===== config.mk =====
export PLATFORM = sky130hd
export DESIGN_NAME = bus_arbiter4x16
export DESIGN_NICKNAME = d
export VERILOG_FILES = /design/src/rtl/bus_arbiter4x16_pkg.sv /design/src/rtl/bus_arbiter4x16_mux4way16.sv /design/src/rtl/bus_arbiter4x16.sv
export SDC_FILE = /design/constraint.sdc
export NUM_CORES = 1
export LEC_CHECK = 0
export ABC_AREA = 1
export CORE_AREA = 4 4 69 71
export CTS_CLUSTER_DIAMETER = 80
export DETAILED_ROUTE_END_ITERATION = 12
export DIE_AREA = 0 0 73 75
export PLACE_DENSITY_LB_ADDON = 0.25
export SKIP_LAST_GASP = 1
export SYNTH_ARGS = -nofsm -noshare
export SYNTH_HDL_FRONTEND = slang
export SYNTH_SLANG_ARGS = --single-unit

===== constraint.sdc =====
create_clock -name clk -period 4.2 [get_ports clk]
set_input_delay 0.63 -clock clk [delete_from_list [all_inputs] [get_ports clk]]
set_output_delay 0.63 -clock clk [all_outputs]
set_load 0.01 [all_outputs]

===== src/rtl/bus_arbiter4x16_pkg.sv =====
// Shared types and helpers for the four-way round-robin bus arbiter.
package bus_arbiter4x16_pkg;

  typedef enum logic {
    ST_IDLE = 1'b0,
    ST_BUSY = 1'b1
  } arb_state_e;

  localparam int HOLD_W = 3;

  typedef struct packed {
    logic       found;
    logic [1:0] idx;
  } pick_t;

  // First set bit of reqs, searching start, start+1, start+2, start+3 (mod 4).
  function automatic pick_t pick_first(input logic [3:0] reqs, input logic [1:0] start);
    pick_t      r;
    logic [1:0] idx;
    r = '0;
    // Walk the order backwards so the earliest hit overwrites later ones.
    for (int k = 3; k >= 0; k--) begin
      idx = start + 2'(k);
      if (reqs[idx]) begin
        r.found = 1'b1;
        r.idx   = idx;
      end
    end
    return r;
  endfunction

  function automatic logic [3:0] onehot4(input logic [1:0] idx);
    return 4'b0001 << idx;
  endfunction

endpackage


===== src/rtl/bus_arbiter4x16_mux4way16.sv =====
// Four-way 16-bit data multiplexer driven by the arbiter's owner index.
module Mux4Way16 (
  output logic [15:0] out,
  input  logic [15:0] a,
  input  logic [15:0] b,
  input  logic [15:0] c,
  input  logic [15:0] d,
  input  logic [1:0]  sel
);

  // Pure combinational select; no storage on the data path.
  always_comb begin
    out = a;
    case (sel)
      2'd0:    out = a;
      2'd1:    out = b;
      2'd2:    out = c;
      default: out = d;
    endcase
  end

endmodule


===== src/rtl/bus_arbiter4x16.sv =====
// Round-robin arbiter sharing one 16-bit bus among four requesters,
// with a per-owner hold limit that only bites while someone else waits.
//
// state   | meaning
// --------+------------------------------------------
// ST_IDLE | no owner, grant=0, out forced to zero
// ST_BUSY | owner is sel, out follows that source
module bus_arbiter4x16
  import bus_arbiter4x16_pkg::*;
#(
  parameter int MAX_HOLD = 4
) (
  input  logic        clk,
  input  logic        reset,
  input  logic [3:0]  req,
  input  logic [15:0] a,
  input  logic [15:0] b,
  input  logic [15:0] c,
  input  logic [15:0] d,
  output logic [3:0]  grant,
  output logic [1:0]  sel,
  output logic        out_valid,
  output logic [15:0] out
);

  localparam logic [HOLD_W-1:0] HOLD_MAX = HOLD_W'(MAX_HOLD);
  localparam logic [HOLD_W-1:0] HOLD_ONE = HOLD_W'(1);

  arb_state_e        state_q, state_d;
  logic [1:0]        ptr_q, ptr_d;
  logic [1:0]        sel_q, sel_d;
  logic [3:0]        grant_q, grant_d;
  logic              valid_q, valid_d;
  logic [HOLD_W-1:0] hold_q, hold_d;

  logic [3:0]  others;
  logic [1:0]  after_owner;
  pick_t       pick_idle;
  pick_t       pick_next;
  logic [15:0] mux_out;

  // The releasing/holding owner is never a candidate for its own successor.
  assign others      = req & ~grant_q;
  assign after_owner = sel_q + 2'd1;
  assign pick_idle   = pick_first(req, ptr_q);
  assign pick_next   = pick_first(others, after_owner);

  // State and owner registers; reset clears everything asynchronously.
  always_ff @(posedge clk or posedge reset) begin
    if (reset) begin
      state_q <= ST_IDLE;
      ptr_q   <= 2'd0;
      sel_q   <= 2'd0;
      grant_q <= 4'b0000;
      valid_q <= 1'b0;
      hold_q  <= '0;
    end else begin
      state_q <= state_d;
      ptr_q   <= ptr_d;
      sel_q   <= sel_d;
      grant_q <= grant_d;
      valid_q <= valid_d;
      hold_q  <= hold_d;
    end
  end

  // Next owner: first grant from idle, hand-over on release, or fairness preemption.
  always_comb begin
    state_d = state_q;
    ptr_d   = ptr_q;
    sel_d   = sel_q;
    grant_d = grant_q;
    valid_d = valid_q;
    hold_d  = hold_q;
    case (state_q)
      ST_IDLE: begin
        if (pick_idle.found) begin
          state_d = ST_BUSY;
          sel_d   = pick_idle.idx;
          grant_d = onehot4(pick_idle.idx);
          valid_d = 1'b1;
          hold_d  = HOLD_ONE;
        end
      end
      ST_BUSY: begin
        if (!req[sel_q]) begin
          // Release: hand straight to the next waiter, or go idle keeping sel.
          ptr_d = after_owner;
          if (pick_next.found) begin
            sel_d   = pick_next.idx;
            grant_d = onehot4(pick_next.idx);
            hold_d  = HOLD_ONE;
          end else begin
            state_d = ST_IDLE;
            grant_d = 4'b0000;
            valid_d = 1'b0;
            hold_d  = '0;
          end
        end else if (hold_q == HOLD_MAX && pick_next.found) begin
          ptr_d   = after_owner;
          sel_d   = pick_next.idx;
          grant_d = onehot4(pick_next.idx);
          hold_d  = HOLD_ONE;
        end else if (hold_q < HOLD_MAX) begin
          hold_d = hold_q + HOLD_ONE;
        end
      end
      default: begin
        state_d = ST_IDLE;
        grant_d = 4'b0000;
        valid_d = 1'b0;
        hold_d  = '0;
      end
    endcase
  end

  Mux4Way16 u_mux (
    .out (mux_out),
    .a   (a),
    .b   (b),
    .c   (c),
    .d   (d),
    .sel (sel_q)
  );

  assign out       = mux_out & {16{valid_q}};
  assign grant     = grant_q;
  assign sel       = sel_q;
  assign out_valid = valid_q;

endmodule


==> impl_metrics.json <==
{
  "outcome": "complete, no violations",
  "power.leakage_nw": 1.20,
  "layout.nets": 446,
  "finalCritPeriodShare_pct": 80.8,
  "max_cap_viol_count": 0,
  "gr-total-overflow": 0,
  "drive_gt1_share_pct": 6.23,
  "dp_hpwl_um": 4920,
  "ys_warn_count": 0,
  "drc_errors": 0,
  "synthFlopType": "dfrtp_1",
  "finalCriticalPeriod_ns": 3.39,
  "antennaDiodeCount": 0,
  "avgSynthCellArea_um2": 5.89,
  "cp.arrival_ns": 2.76,
  "powerDensity_mw_per_mm2": 760,
  "avgViaCountPerCell": 5.16,
  "hold_path.class": "flop to flop",
  "multi_input_area_mm2": 0.00118,
  "crit_path_max_fanout": 17,
  "wl_um": 6120,
  "io_pins": 93,
  "insertion_delay_ns": 0.25,
  "synth-edff-count": 0,
  "start_kind": "flop",
  "seqCellArea_um2": 325,
  "clock_path_buffers": 2,
  "place_congestion": 0.855,
  "ir_drop_v": 0.000467,
  "finalMaxSlewViolations": 0,
  "syn_inst": 286,
  "slew-limit-headroom_pct": 55.5,
  "synthToLayoutAreaGrowth_pct": 57.9,
  "first_iter_violations": 149,
  "crit_type": "flop to output pin",
  "syn-num-nets": 362,
  "routedWlPerCell_um": 14.5,
  "io_buffers": 92,
  "grt_pass1_vias": 1938,
  "timing.fmax_mhz": 295,
  "finClkSkew_ns": 0.00308,
  "die_area_mm2": 0.00548,
  "synth_cell_types": 26,
  "antenna_found_initial": 0,
  "tns_ns": 0,
  "end_kind": "output pin",
  "tritoncts": "yes",
  "hold_buffers": 0,
  "post-cts-setup-buffers": 0,
  "postCtsResizedCells": 0,
  "crit_required_ns": 3.57,
  "ys_seq_elements": 13,
  "vias": 2171,
  "async_flop_share_pct": 100,
  "tightest_slew_ns": 0.668,
  "root_buffer": "clkbuf_8",
  "ant_nets": 0,
  "hold_ws_ns": 0.516,
  "die_x_um": 73,
  "core-area_mm2": 0.00423,
  "cts.sinks": 13,
  "row_count": 24,
  "grt_pass1_wl_um": 9320,
  "die_h_um": 75,
  "ff2ff_setup_slack_ns": 1.62,
  "numCtsBuffers": 3,
  "start_util_pct": 39.8,
  "seq_area_frac_synth_pct": 19.3,
  "dr.pass1.iters": 5,
  "nFillCells": 414,
  "grt_max_degree": 19,
  "clkSlewWorstSetupHoldPaths_ns": 0.06,
  "hold_violations": 0,
  "grt_setup_unrepaired": "no",
  "htreeDepth": 1,
  "track_usage_pct": 21.6,
  "synth_area_mm2": 0.00168,
  "setup_violations": 0
}
-- critical path: stages, from the launching register on --
cell and delay, ns:
dfrtp_1 0.74, ha_1 0.61, inv_1 0.35, o21ai_0 0.25
a31oi_1 0.06, clkdlybuf4s50_1 0.51
-- cell type report --
cell class / count / share of cell area [%]
clock buffer: 3 / 1.55
clock inverter: 1 / 0.188
inverter: 33 / 4.66
multi-input combinational: 227 / 44.3
sequential: 13 / 12.2
tap: 52 / 2.45
timing repair buffer: 92 / 34.6
-- sequential cells by signal, summed over array words and instances (netlist names) --
register	count
ptr_q	2
state_q	1
out_valid	1
sel	2
hold_q	3
grant	4
-- cells in the mapped netlist (4+ instances only) --
cell | n | share of area, %
dfrtp_1 | 13 | 19
inv_1 | 29 | 6.5
clkbuf_1 | 9 | 2.0
ha_1 | 6 | 4.5
nand3_1 | 22 | 6.5
nand2_1 | 93 | 21
nand4_1 | 4 | 1.5
nand2_2 | 4 | 1.5
a31oi_1 | 17 | 6.3
a21oi_1 | 28 | 8.3
inv_2 | 4 | 0.89
o21ai_0 | 23 | 6.8
nor2_1 | 13 | 2.9
-- power breakdown --
part           switching (mW)  internal, mW  total, mW
clock network          0.0497        0.0657      0.115
logic                   0.915         0.692       1.61
registers               0.109         0.189      0.297
-- cell families after synthesis --
logic type,after synthesis,synth area share (%)
AOI/OAI and AO/OA,75,24.9
adders and majority gates,6,4.46
DFF,13,19.3
and+or+nand+nor,143,39.0
xor gates and xnor gates,3,1.56
buffers and inverters,46,10.8
-- stage by stage --
step | setup WS, ns | area, µm² | util (%) | power [mW] | instances
global placement | 1.15 | 2610 | 61.7 | 1.87 | 417
detailed placement | 1.10 | 2610 | 61.7 | 1.90 | 417
CTS | 0.827 | 2660 | 62.8 | 2.02 | 421
global route | 0.511 | 2660 | 62.8 | 2.23 | 421
floorplan | 1.98 | 1680 | - | 1.35 | 286
finish | 0.806 | 2660 | 62.8 | 2.02 | 421
-- layout by cell type (no fill, tap or decap), types with 6 or more instances in the layout --
cell type	count
a31oi_1	17
nand2_1	93
clkdlybuf4s50_1	92
nor2_1	13
a21oi_1	28
nand3_1	22
dfrtp_1	13
o21ai_0	23
ha_1	6
inv_1	29
-- per-layer routing --
metal | vias up | global-route usage (%) | share of wire (%)
met1 | 965 | 29.5 | 45
met3 | 9 | 3.47 | 6.9
met5 | - | 0 | 0
li1 | 1115 | - | -
met4 | 0 | 6.15 | 1.0
met2 | 82 | 35.3 | 47
-- worst paths after layout --
kind,from,cells after the start,to
min,hold_q[0]$_DFFE_PP0P_,2,hold_q[0]$_DFFE_PP0P_
max reg2reg,sel[0]$_DFFE_PP0P_,12,hold_q[0]$_DFFE_PP0P_
max in group asynchronous,reset,2,grant[3]$_DFFE_PP0P_
min in group asynchronous,reset,2,out_valid$_DFFE_PP0P_
min reg2reg,hold_q[0]$_DFFE_PP0P_,2,hold_q[0]$_DFFE_PP0P_
max,sel[0]$_DFFE_PP0P_,5,out[10]
(Power assumes the default switching activity.)
